<file path="src/rtl/vp_pkg.sv">
// Shared constants and FSM encoding for the vector processor load path.
package vp_pkg;

    localparam int ELEM_W = 16;
    localparam int LANES  = 4;
    localparam int DATA_W = 64;

    typedef enum logic [1:0] {
        IDLE  = 2'd0,
        RUN   = 2'd1,
        DRAIN = 2'd2,
        DONE  = 2'd3
    } state_t;

endpackage

</file>
<file path="src/rtl/vec_lane_pack.sv">
// Lane-insert register: gathers elements lane by lane into a 64-bit word and
// emits it with a one-cycle strobe when the top lane or the final element
// arrives. The gathering register is cleared after every strobe so a partial
// final word carries zeros in its unused upper lanes.
module vec_lane_pack #(
    parameter int ELEM_W = vp_pkg::ELEM_W,
    parameter int LANES  = vp_pkg::LANES,
    parameter int LANE_W = $clog2(vp_pkg::LANES)
) (
    input  logic                      clk,
    input  logic                      rst,
    input  logic                      valid,
    input  logic [ELEM_W-1:0]         elem,
    input  logic [LANE_W-1:0]         lane,
    input  logic                      last,
    output logic [ELEM_W*LANES-1:0]   word,
    output logic                      strobe
);

    logic [ELEM_W*LANES-1:0] acc;
    logic [ELEM_W*LANES-1:0] acc_ins;
    logic                    flush;

    // Merge the incoming element into its lane and decide whether the word is complete.
    always_comb begin
        acc_ins = acc;
        acc_ins[ELEM_W*lane +: ELEM_W] = elem;
        flush = valid && ((lane == LANE_W'(LANES - 1)) || last);
    end

    // Gathering register, output word and strobe; word holds between strobes.
    always_ff @(posedge clk or posedge rst) begin
        if (rst) begin
            acc    <= '0;
            word   <= '0;
            strobe <= 1'b0;
        end else begin
            strobe <= flush;
            if (flush) begin
                word <= acc_ins;
                acc  <= '0;
            end else if (valid) begin
                acc <= acc_ins;
            end
        end
    end

endmodule

</file>
<file path="src/rtl/vec_load_pack.sv">
// Vector load stage: streams vlen elements from a 1-cycle-latency BRAM
// starting at base_addr and packs LANES of them into each 64-bit word for
// the downstream operand register.
// Handshake: start is a request sampled only while busy=0 (IDLE or the done
// cycle); wea is a one-cycle strobe with no back-pressure, dataout and
// word_idx are meaningful while wea=1.
module vec_load_pack #(
    parameter int ADDR_W = 8,
    parameter int ELEM_W = vp_pkg::ELEM_W,
    parameter int LANES  = vp_pkg::LANES
) (
    input  logic                    clk,
    input  logic                    rst,
    input  logic                    start,
    input  logic [ADDR_W-1:0]       base_addr,
    input  logic [ADDR_W-1:0]       vlen,
    output logic                    mem_en,
    output logic [ADDR_W-1:0]       mem_addr,
    input  logic [ELEM_W-1:0]       mem_dout,
    output logic [63:0]             dataout,
    output logic                    wea,
    output logic [ADDR_W-1:0]       word_idx,
    output logic                    busy,
    output logic                    done
);

    import vp_pkg::*;

    localparam int LANE_W = $clog2(LANES);

    state_t              state_q;
    state_t              state_d;
    logic                accept;
    logic [ADDR_W-1:0]   vlen_q;
    logic [ADDR_W-1:0]   issue_idx;
    logic                issue_last;

    // Element index, last flag and valid bit travelling alongside the BRAM read.
    logic                v1;
    logic [ADDR_W-1:0]   idx1;
    logic                last1;
    logic [LANE_W-1:0]   lane1;

    assign lane1 = idx1[LANE_W-1:0];

    // Launch acceptance and end-of-issue detection.
    always_comb begin
        accept     = start && ((state_q == IDLE) || (state_q == DONE));
        issue_last = (issue_idx == (vlen_q - ADDR_W'(1)));
    end

    // FSM state register.
    always_ff @(posedge clk or posedge rst) begin
        if (rst) begin
            state_q <= IDLE;
        end else begin
            state_q <= state_d;
        end
    end

    // FSM next state and status outputs.
    always_comb begin
        state_d = state_q;
        busy    = 1'b0;
        done    = 1'b0;
        case (state_q)
            IDLE, DONE: begin
                done = (state_q == DONE);
                if (accept) begin
                    state_d = (vlen == '0) ? DONE : RUN;
                end else begin
                    state_d = IDLE;
                end
            end
            RUN: begin
                busy = 1'b1;
                if (issue_last) begin
                    state_d = DRAIN;
                end
            end
            DRAIN: begin
                busy = 1'b1;
                // The last read's data has been captured once the pipe is empty.
                if (!v1) begin
                    state_d = DONE;
                end
            end
            default: state_d = IDLE;
        endcase
    end

    // Read issue: one address per cycle from base_addr, wrapping modulo 2^ADDR_W.
    always_ff @(posedge clk or posedge rst) begin
        if (rst) begin
            mem_en    <= 1'b0;
            mem_addr  <= '0;
            issue_idx <= '0;
            vlen_q    <= '0;
        end else if (accept) begin
            mem_en    <= (vlen != '0);
            mem_addr  <= base_addr;
            issue_idx <= '0;
            vlen_q    <= vlen;
        end else if (state_q == RUN) begin
            if (issue_last) begin
                mem_en <= 1'b0;
            end else begin
                mem_addr  <= mem_addr + ADDR_W'(1);
                issue_idx <= issue_idx + ADDR_W'(1);
            end
        end
    end

    // Valid pipe aligned with mem_dout, plus the word index of each strobe.
    always_ff @(posedge clk or posedge rst) begin
        if (rst) begin
            v1       <= 1'b0;
            idx1     <= '0;
            last1    <= 1'b0;
            word_idx <= '0;
        end else begin
            v1    <= mem_en;
            idx1  <= issue_idx;
            last1 <= issue_last;
            if (v1 && ((lane1 == LANE_W'(LANES - 1)) || last1)) begin
                word_idx <= idx1 >> LANE_W;
            end
        end
    end

    vec_lane_pack #(
        .ELEM_W (ELEM_W),
        .LANES  (LANES),
        .LANE_W (LANE_W)
    ) u_pack (
        .clk    (clk),
        .rst    (rst),
        .valid  (v1),
        .elem   (mem_dout),
        .lane   (lane1),
        .last   (last1),
        .word   (dataout),
        .strobe (wea)
    );

endmodule

</file>
<file path="config.mk">
export PLATFORM = sky130hd
export DESIGN_NAME = vec_load_pack
export DESIGN_NICKNAME = d
export VERILOG_FILES = /design/src/rtl/vp_pkg.sv /design/src/rtl/vec_lane_pack.sv /design/src/rtl/vec_load_pack.sv
export SDC_FILE = /design/constraint.sdc
export NUM_CORES = 1
export LEC_CHECK = 0
export ABC_AREA = 0
export BUFFER_PORTS_ARGS = -buffer_cell sky130_fd_sc_hd__buf_4
export CORE_ASPECT_RATIO = 1.5
export CORE_MARGIN = 2
export CORE_UTILIZATION = 40
export CTS_CLUSTER_DIAMETER = 40
export CTS_CLUSTER_SIZE = 40
export DETAILED_ROUTE_END_ITERATION = 7
export SLEW_MARGIN = 5
export SYNTH_ARGS = -nofsm -noshare
export SYNTH_HDL_FRONTEND = slang
export SYNTH_SLANG_ARGS = --single-unit
</file>
<file path="constraint.sdc">
create_clock -name clk -period 6.8 [get_ports clk]
set_input_delay 1.02 -clock clk [delete_from_list [all_inputs] [get_ports clk]]
set_output_delay 1.02 -clock clk [all_outputs]
set_load 0.005 [all_outputs]
</file>
==> PnR_summary.wiki, run 1 <==
{| class="wikitable"
! Metric !! Value
|-
| Cell Count Post-Placement || approximately 1100
|-
| Gate power share || 36.1%
|-
| Deepest clock path buffer count || 2
|-
| Arrival time of the worst setup path || ~3.4 ns
|-
| Number of max-capacitance violations reported || 0
|-
| Status || completed
|-
| Weighted congestion reported at the end of routability-driven placement || between 0.7 and 0.8
|-
| Placed inst area || 8560 sq um
|-
| Setup TNS || 0 ns
|-
| Clk sinks || 172
|-
| Portion of total power attributed to the clock network || 24.6%
|-
| Unique cell type count in the Yosys netlist || 45
|-
| Total congestion overflow after global routing || 0
|-
| Worst VDD drop || around 0.35 mV
|-
| Starting utilization of the core area || between 40 and 50%
|-
| Buffers plus inverters on the worst setup path || 2
|-
| Number of global-route vias before repair || 5705
|-
| CTS tree || built
|-
| Relative contribution of sequential cells to total power || a little under 40%
|-
| Die X-Extent || 116 um
|-
| Buffers inserted during post-CTS setup optimization || 0
|-
| Clock edge transition at the registers on the reported setup and hold paths || about 0.06 ns
|-
| Cts bufs inserted || 17
|-
| Minimum period implied by the final worst setup slack || between 3 and 4 ns
|-
| Layout Nets || 876
|-
| # setup viols final || 0
|-
| Routed Antenna Nets || 0
|-
| Number of vias in the routed layout || 5627
|-
| Post-route fraction of the period consumed by the critical path || 44.6%
|-
| Number of DRC markers after the initial detailed-route iteration || 408
|-
| DIE HEIGHT || 172 um
|-
| # diodes || 0
|-
| Total number of H-tree levels || 4
|-
| Half-perimeter wire length after detailed placement || 13.0 mm
|-
| Slowest cell on crit path || sky130_fd_sc_hd__buf_4
|-
| Number of flops mapped to enable cells by yosys || 0
|-
| Hold path endpoint || v1$_DFF_PP0_
|-
| Vias per Instance || ~5.1
|-
| Internal cell power || 2.54 mW
|-
| Worst r2r src || idx1[0]$_DFF_PP0_
|-
| Min-delay src || mem_en$_DFFE_PP0P_
|-
| Total power density per cell area || 435 nW/um^2
|-
| Commonest non-fill, non-tap cell in the layout || sky130_fd_sc_hd__dfrtp_1
|-
| Rel. slew slack || 20.4%
|-
| Biggest cell delay along the critical path || just over 0.6 ns
|-
| Critical setup path kind || reg -> reg
|-
| Root buf cell || sky130_fd_sc_hd__clkbuf_16
|-
| Std-Cell Core Area || 18500 sq um
|-
| Number of antenna violations at the first check in global routing || 0
|-
| Top-Level Pins || around 120
|-
| Ratio of cells with drive above 1 in the final layout || 20.3%
|-
| Total leakage power || 4.38 nW
|-
| Number of DRC violations after detailed routing || 0
|-
| Hold_buf cts || 0
|-
| Ordered cell list for the critical path || ha_1, or2_2, nand2_4, buf_4, inv_1, nand2_1, nand2_1
|-
| Min-Delay Path Class || reg -> reg
|-
| Measured slew at the worst slew-check pin || 1.19 ns
|-
| Fmax achieved || 0.330 GHz
|-
| Gate count of the mapped netlist || 733
|-
| Number of placement rows || 61
|-
| End of the worst register-to-register path || word_idx[0]$_DFFE_PP0P_
|-
| Required time at the worst-slack endpoint || 7.12 ns
|-
| Post-route cell area || 9170 sq um
|-
| Total Wirelength || 18.5 mm
|-
| Total count of hold-check failures in the final report || 0
|-
| Total count of max-transition violations in the final report || 0
|-
| Cell count of the worst reg-to-reg path || 7
|-
| WL per Instance || 16.9 um
|-
| Syn Std Cell Area || 7490 sq um
|-
| Sequential cell area fraction in the yosys report || 57.4%
|-
| Die Area || between 15000 and 20000 sq um
|-
| Element type at the critical path start || flip-flop
|-
| Share of async-settable or async-resettable flops after synthesis || 100%
|-
| Max FO, Critical Path || 77
|-
| Kind of cell with the highest combined delay on the critical path || simple AND/OR/NAND/NOR gates
|-
| Most frequent cells in the layout || sky130_fd_sc_hd__dfrtp_1 (172), sky130_fd_sc_hd__nand2_1 (122), sky130_fd_sc_hd__buf_4 (122)
|-
| Yosys warning count || 0
|-
| Share of total power consumed by net switching || 36.3%
|-
| Primary FF master, synth || sky130_fd_sc_hd__dfrtp_1
|-
| Global-route total usage across every layer || 19.6%
|-
| Worst clock skew || 0.00862 ns
|-
| Dominant cell type by count on the critical path || sky130_fd_sc_hd__nand2_1
|-
| Number of optimization iterations in the first detailed-route pass || 5
|-
| Net Sw Power || 1.45 mW
|-
| Hold path depth || 0
|-
| RSZ-0062 raised after global routing || no
|-
| Total of cells resized after clock tree synthesis || 0
|-
| Maximum number of pins on one net before global-route repair || 93
|-
| Register-to-register setup slack || 3.77 ns
|-
| Worst skew pair latency || around 0.43 ns
|-
| Layout Area Growth over Synthesis || 22.4%
|-
| Crit end category || flip-flop
|-
| Synthesized area per cell || 10.2 sq um
|-
| IO buf count || 116
|-
| Number of synthesized register bits || approximately 170
|-
| Finished Layout Cells || about 1100
|-
| First-pass GRT wire length || 29.7 mm
|}
==> final cells by class <==
class	instances	area [sq um]
tap	252	315
clock buffer	20	467
sequential	172	4300
fill	1740	9300
clock inverter	12	136
multi-input combinational	507	2990
inverter	10	42.5
timing repair buffer	122	916
==> Yosys cell counts (3+ instances only) <==
master	n	area share, %
sky130_fd_sc_hd__and3_1	6	0.50
sky130_fd_sc_hd__inv_1	10	0.50
sky130_fd_sc_hd__mux2i_1	4	0.53
sky130_fd_sc_hd__o21ai_1	3	0.20
sky130_fd_sc_hd__nor3_1	4	0.27
sky130_fd_sc_hd__nor2b_1	66	5.5
sky130_fd_sc_hd__a22o_1	48	5.6
sky130_fd_sc_hd__dfrtp_1	172	57
sky130_fd_sc_hd__xor2_1	4	0.47
sky130_fd_sc_hd__xnor2_1	16	1.9
sky130_fd_sc_hd__a211oi_1	5	0.50
sky130_fd_sc_hd__a21oi_1	74	4.9
sky130_fd_sc_hd__nand2b_1	3	0.25
sky130_fd_sc_hd__o21ai_0	74	4.9
sky130_fd_sc_hd__nor2_1	11	0.55
sky130_fd_sc_hd__ha_1	11	1.8
sky130_fd_sc_hd__and2_1	18	1.5
sky130_fd_sc_hd__nand2_1	123	6.2
sky130_fd_sc_hd__buf_2	5	0.33
sky130_fd_sc_hd__nand3_1	7	0.47
sky130_fd_sc_hd__nand4_1	4	0.33
sky130_fd_sc_hd__clkbuf_1	37	1.9
==> cells by family after synthesis <==
| family | synth area share (%) |
|---|---|
| AOI/OAI and AO/OA | 17.9 |
| xor gates and xnor gates | 2.34 |
| adders and majority gates | 1.84 |
| buffers and inverters | 3.04 |
| DFF | 57.4 |
| muxes | 0.684 |
| other | 0.0500 |
| and+or+nand+nor | 16.8 |
==> registers in the layout, summed over array words and instances, names as in the netlist <==
signal and cells:
u_pack.word 64, mem_addr 8, u_pack.acc 64, last1 1, state_q 2, word_idx 6, mem_en 1, u_pack.strobe 1
idx1 8, issue_idx 8, v1 1, vlen_q 8
==> per-layer routing <==
| layer | routed length [um] | GRT usage, % |
|---|---|---|
| met1 | 7160 | 22.3 |
| met2 | 10100 | 35.0 |
| met3 | 829 | 5.14 |
| met4 | 445 | 7.14 |
| met5 | 0 | 0 |
==> power groups by stage <==
stage	Sequential (mW)	Combinational (mW)	Clock, mW
after floorplan	1.53	0.928	0
after global placement	1.57	1.42	0
after detailed placement	1.59	1.45	0
after CTS	1.57	1.46	1.00
after global routing	1.61	1.62	1.05
final	1.57	1.44	0.979
==> stage by stage <==
stage	utilization, %	worst slack [ns]	hold WS, ns	total power [mW]
5_1_grt	49.7	3.44	0.422	4.28
4_1_cts	49.6	3.72	0.411	4.03
3_3_place_gp	46.4	3.82	0.400	2.99
3_5_place_dp	46.4	3.75	0.393	3.04
2_1_floorplan	-	1.12	0.352	2.46
6_report	49.7	3.77	0.405	3.99
==> worst max-delay path by stage <==
| stage | start | end | slack [ns] | depth (start not counted) |
|---|---|---|---|---|
| CTS | idx1[0]$_DFF_PP0_ | word_idx[0]$_DFFE_PP0P_ | 3.72 | 7 |
| finish | idx1[0]$_DFF_PP0_ | word_idx[0]$_DFFE_PP0P_ | 3.77 | 7 |
| detailed placement | idx1[0]$_DFF_PP0_ | word_idx[1]$_DFFE_PP0P_ | 3.75 | 7 |
| global placement | idx1[0]$_DFF_PP0_ | word_idx[0]$_DFFE_PP0P_ | 3.82 | 7 |
| floorplan | rst | idx1[0]$_DFF_PP0_ | 1.12 | 1 |
| global route | idx1[0]$_DFF_PP0_ | word_idx[0]$_DFFE_PP0P_ | 3.44 | 7 |
Note: power is estimated with default switching activity, not from simulation.
==> run 2: changes to the inputs <==
Settings changed: ABC_AREA 0 to 1.
Clock period 6.8 ns to 3 ns, I/O delays scaled along.
==> run 2 against run 1 <==
  * Die area increased by 5.0%
  * First-iteration DRC count increased by 8.8%
  * Combinational power increased to 2.9 times the previous value
  * Worst setup slack got worse by 3.1 ns
  * Via count increased by 16%
  * Maximum frequency increased by 28%
  * Routed wire length increased by 7.6%
  * Global-route usage decreased by 0.18 points
  * Clock power increased by 130%
  * Clock skew decreased by 0.0022 ns
  * Critical path type unchanged
  * Critical endpoint is now mem_addr[5]$_DFFE_PP0P_
==> PnR_summary.wiki, run 2 <==
{| class="wikitable"
! Metric !! Value
|-
| Status || completed
|-
| Buffers inserted during post-CTS setup optimization || 0
|-
| Number of flops mapped to enable cells by yosys || 0
|-
| Cts bufs inserted || 17
|-
| Number of antenna violations at the first check in global routing || 0
|-
| Commonest non-fill, non-tap cell in the layout || sky130_fd_sc_hd__nand2_1
|-
| Number of DRC markers after the initial detailed-route iteration || 444
|-
| Routed Antenna Nets || 0
|-
| Crit end category || flip-flop
|-
| Worst VDD drop || 0.401 mV
|-
| Clk sinks || between 150 and 200
|-
| Required time at the worst-slack endpoint || 3.31 ns
|-
| RSZ-0062 raised after global routing || no
|-
| Share of total power consumed by net switching || around 39%
|-
| Number of placement rows || 62
|-
| Max FO, Critical Path || 14
|-
| Setup TNS || 0 ns
|-
| Number of global-route vias before repair || roughly 6300
|-
| Rel. slew slack || 33.7%
|-
| First-pass GRT wire length || 32.4 mm
|-
| Worst skew pair latency || 0.43 ns
|-
| Global-route total usage across every layer || 19.4%
|-
| Post-route worst setup slack || 0.639 ns
|-
| Leading registers by flop count || u_pack.acc x64, u_pack.word x64
|-
| Internal cell power || 6.15 mW
|-
| Weighted congestion reported at the end of routability-driven placement || 0.852
|-
| Total design power || a little over 10 mW
|-
| Root buf cell || sky130_fd_sc_hd__clkbuf_16
|-
| Layout Nets || ~1100
|-
| Post-synthesis cell type with the largest combined area || sky130_fd_sc_hd__dfrtp_1
|-
| Worst clock skew || 0.00644 ns
|-
| Maximum number of pins on one net before global-route repair || approximately 170
|-
| Element type at the critical path start || flip-flop
|-
| Layout Area Growth over Synthesis || 22.4%
|-
| Fraction of post-synthesis cell area in the top cell type by area || 54.6%
|-
| Die Area || 20900 sq um
|-
| Number of DRC violations after detailed routing || 0
|-
| Most numerous cell in the Yosys netlist || sky130_fd_sc_hd__nand2_1
|-
| Portion of total power attributed to the clock network || 22.3%
|-
| Synthesized area per cell || about 8.5 sq um
|-
| Number of synthesized register bits || 172
|-
| Number of max-capacitance violations reported || 0
|-
| Min-Delay Path Class || in -> async
|-
| Hold_buf cts || 0
|-
| Gate count of the mapped netlist || between 900 and 1000
|-
| Yosys warning count || 0
|-
| Vias per Instance || 5.05
|-
| Primary FF master, synth || sky130_fd_sc_hd__dfrtp_1
|-
| Minimum period implied by the final worst setup slack || roughly 2.4 ns
|-
| Measured slew at the worst slew-check pin || 0.994 ns
|-
| Share of async-settable or async-resettable flops after synthesis || 100%
|-
| Number of optimization iterations in the first detailed-route pass || 5
|-
| Clock edge transition at the registers on the reported setup and hold paths || 0.07 ns
|-
| # diodes || 0
|-
| # setup viols final || 0
|-
| Gate power share || 40.8%
|-
| CTS tree || built
|-
| Total Wirelength || 20.0 mm
|-
| Critical setup path kind || reg -> reg
|-
| Std-Cell Core Area || 19200 sq um
|-
| Worst setup slack after placement || around 0.68 ns
|-
| Sequential cell area fraction in the yosys report || 54.6%
|-
| IO buf count || 116
|-
| Syn Std Cell Area || 7880 sq um
|-
| Starting utilization of the core area || 41.0%
|-
| Total congestion overflow after global routing || 0
|-
| Arrival time of the worst setup path || 2.67 ns
|-
| Ratio of cells with drive above 1 in the final layout || approximately 17%
|-
| Total number of H-tree levels || 4
|-
| Number of vias in the routed layout || about 6500
|-
| Post-route fraction of the period consumed by the critical path || 78.7%
|-
| DIE HEIGHT || 176 um
|-
| Total leakage power || 4.65 nW
|-
| Most frequent cells in the layout || sky130_fd_sc_hd__nand2_1 (185), sky130_fd_sc_hd__dfrtp_1 (171), sky130_fd_sc_hd__inv_1 (161)
|-
| Fmax achieved || around 0.42 GHz
|-
| Total of cells resized after clock tree synthesis || 0
|-
| Relative contribution of sequential cells to total power || a little under two fifths
|-
| Total power density per cell area || 1050 nW/um^2
|-
| WL per Instance || approximately 15 um
|-
| Net Sw Power || 3.98 mW
|-
| Top cells by area, synth || sky130_fd_sc_hd__dfrtp_1 (55%), sky130_fd_sc_hd__o22ai_1 (8.9%), sky130_fd_sc_hd__nand2_1 (8.9%)
|-
| Top-Level Pins || 119
|-
| Deepest clock path buffer count || 2
|-
| Total count of max-transition violations in the final report || 0
|-
| Total count of hold-check failures in the final report || 0
|-
| Unique cell type count in the Yosys netlist || 32
|-
| Commonest cells post-synth || sky130_fd_sc_hd__nand2_1 (186), sky130_fd_sc_hd__dfrtp_1 (172), sky130_fd_sc_hd__inv_1 (162), sky130_fd_sc_hd__o22ai_1 (112), sky130_fd_sc_hd__o21ai_0 (77)
|-
| Half-perimeter wire length after detailed placement || 13.6 mm
|-
| Die X-Extent || 119 um
|}
==> run 2: final cells by class <==
type / instances / area [sq um]
flip-flops and latches: 172 / 4310
inverters: 167 / 631
clock buffers: 17 / 425
well taps: 256 / 320
fillers: 1948 / 9600
clock inverters: 15 / 174
multi-input cells: 535 / 2740
repair buffers: 133 / 1050
==> run 2: worst max-delay path, cell delays in order (launching register included) <==
cell and delay (ns):
sky130_fd_sc_hd__dfrtp_1 0.39, sky130_fd_sc_hd__inv_1 0.17, sky130_fd_sc_hd__ha_1 0.28, sky130_fd_sc_hd__inv_1 0.10, sky130_fd_sc_hd__nand2_1 0.08, sky130_fd_sc_hd__nand3_1 0.08
sky130_fd_sc_hd__nand2_1 0.06, sky130_fd_sc_hd__nand3_1 0.08, sky130_fd_sc_hd__nor2_1 0.14, sky130_fd_sc_hd__nand4_1 0.54, sky130_fd_sc_hd__nand3_1 0.23, sky130_fd_sc_hd__nand2_1 0.07
==> run 2: layer usage <==
| metal | track usage, % | share of wire (%) |
|---|---|---|
| met2 | 32.5 | 50 |
| met5 | 0 | 0 |
| met1 | 25.1 | 43 |
| met4 | 7.94 | 2.5 |
| met3 | 3.02 | 4.4 |
==> run 2: path summary, 6_finish.rpt <==
path | startpoint | to | slack [ns] | depth (start not counted)
min | rst | u_pack.word[29]$_DFFE_PP0P_ | 0.21 | 3
max reg2reg | vlen_q[0]$_DFFE_PP0P_ | mem_addr[5]$_DFFE_PP0P_ | 0.64 | 11
min in group clk | vlen[1] | vlen_q[1]$_DFFE_PP0P_ | 0.25 | 3
max | vlen_q[0]$_DFFE_PP0P_ | mem_addr[5]$_DFFE_PP0P_ | 0.64 | 11
max in group asynchronous | rst | v1$_DFF_PP0_ | 1.94 | 3
min reg2reg | mem_en$_DFFE_PP0P_ | v1$_DFF_PP0_ | 0.41 | 0
==> run 2: logic make-up after synthesis <==
kind of cell	synth area share [%]
and+or+nand+nor	16.2
buffers and inverters	10.8
AOI/OAI and AO/OA	15.3
DFF	54.6
xor gates and xnor gates	1.22
adders and majority gates	1.75
other	0.0476
==> run 2: power groups by stage <==
| stage | Sequential, mW | Combinational, mW | Clock [mW] |
|---|---|---|---|
| 2_1_floorplan | 3.69 | 2.55 | 0 |
| 3_3_place_gp | 3.76 | 4.08 | 0 |
| 3_5_place_dp | 3.78 | 4.16 | 0 |
| 4_1_cts | 3.74 | 4.17 | 2.30 |
| 5_1_grt | 3.85 | 4.66 | 2.38 |
| 6_report | 3.73 | 4.13 | 2.26 |
==> run 2: per-stage QoR <==
stage	hold slack, ns	std cells	util, %	area, sq um
4_1_cts	0.236	1295	50.1	9640
3_3_place_gp	0.392	1263	47.0	9040
6_report	0.209	1295	50.1	9640
5_1_grt	0.246	1295	50.1	9640
3_5_place_dp	0.407	1263	47.0	9040
2_1_floorplan	0.353	927	-	7890
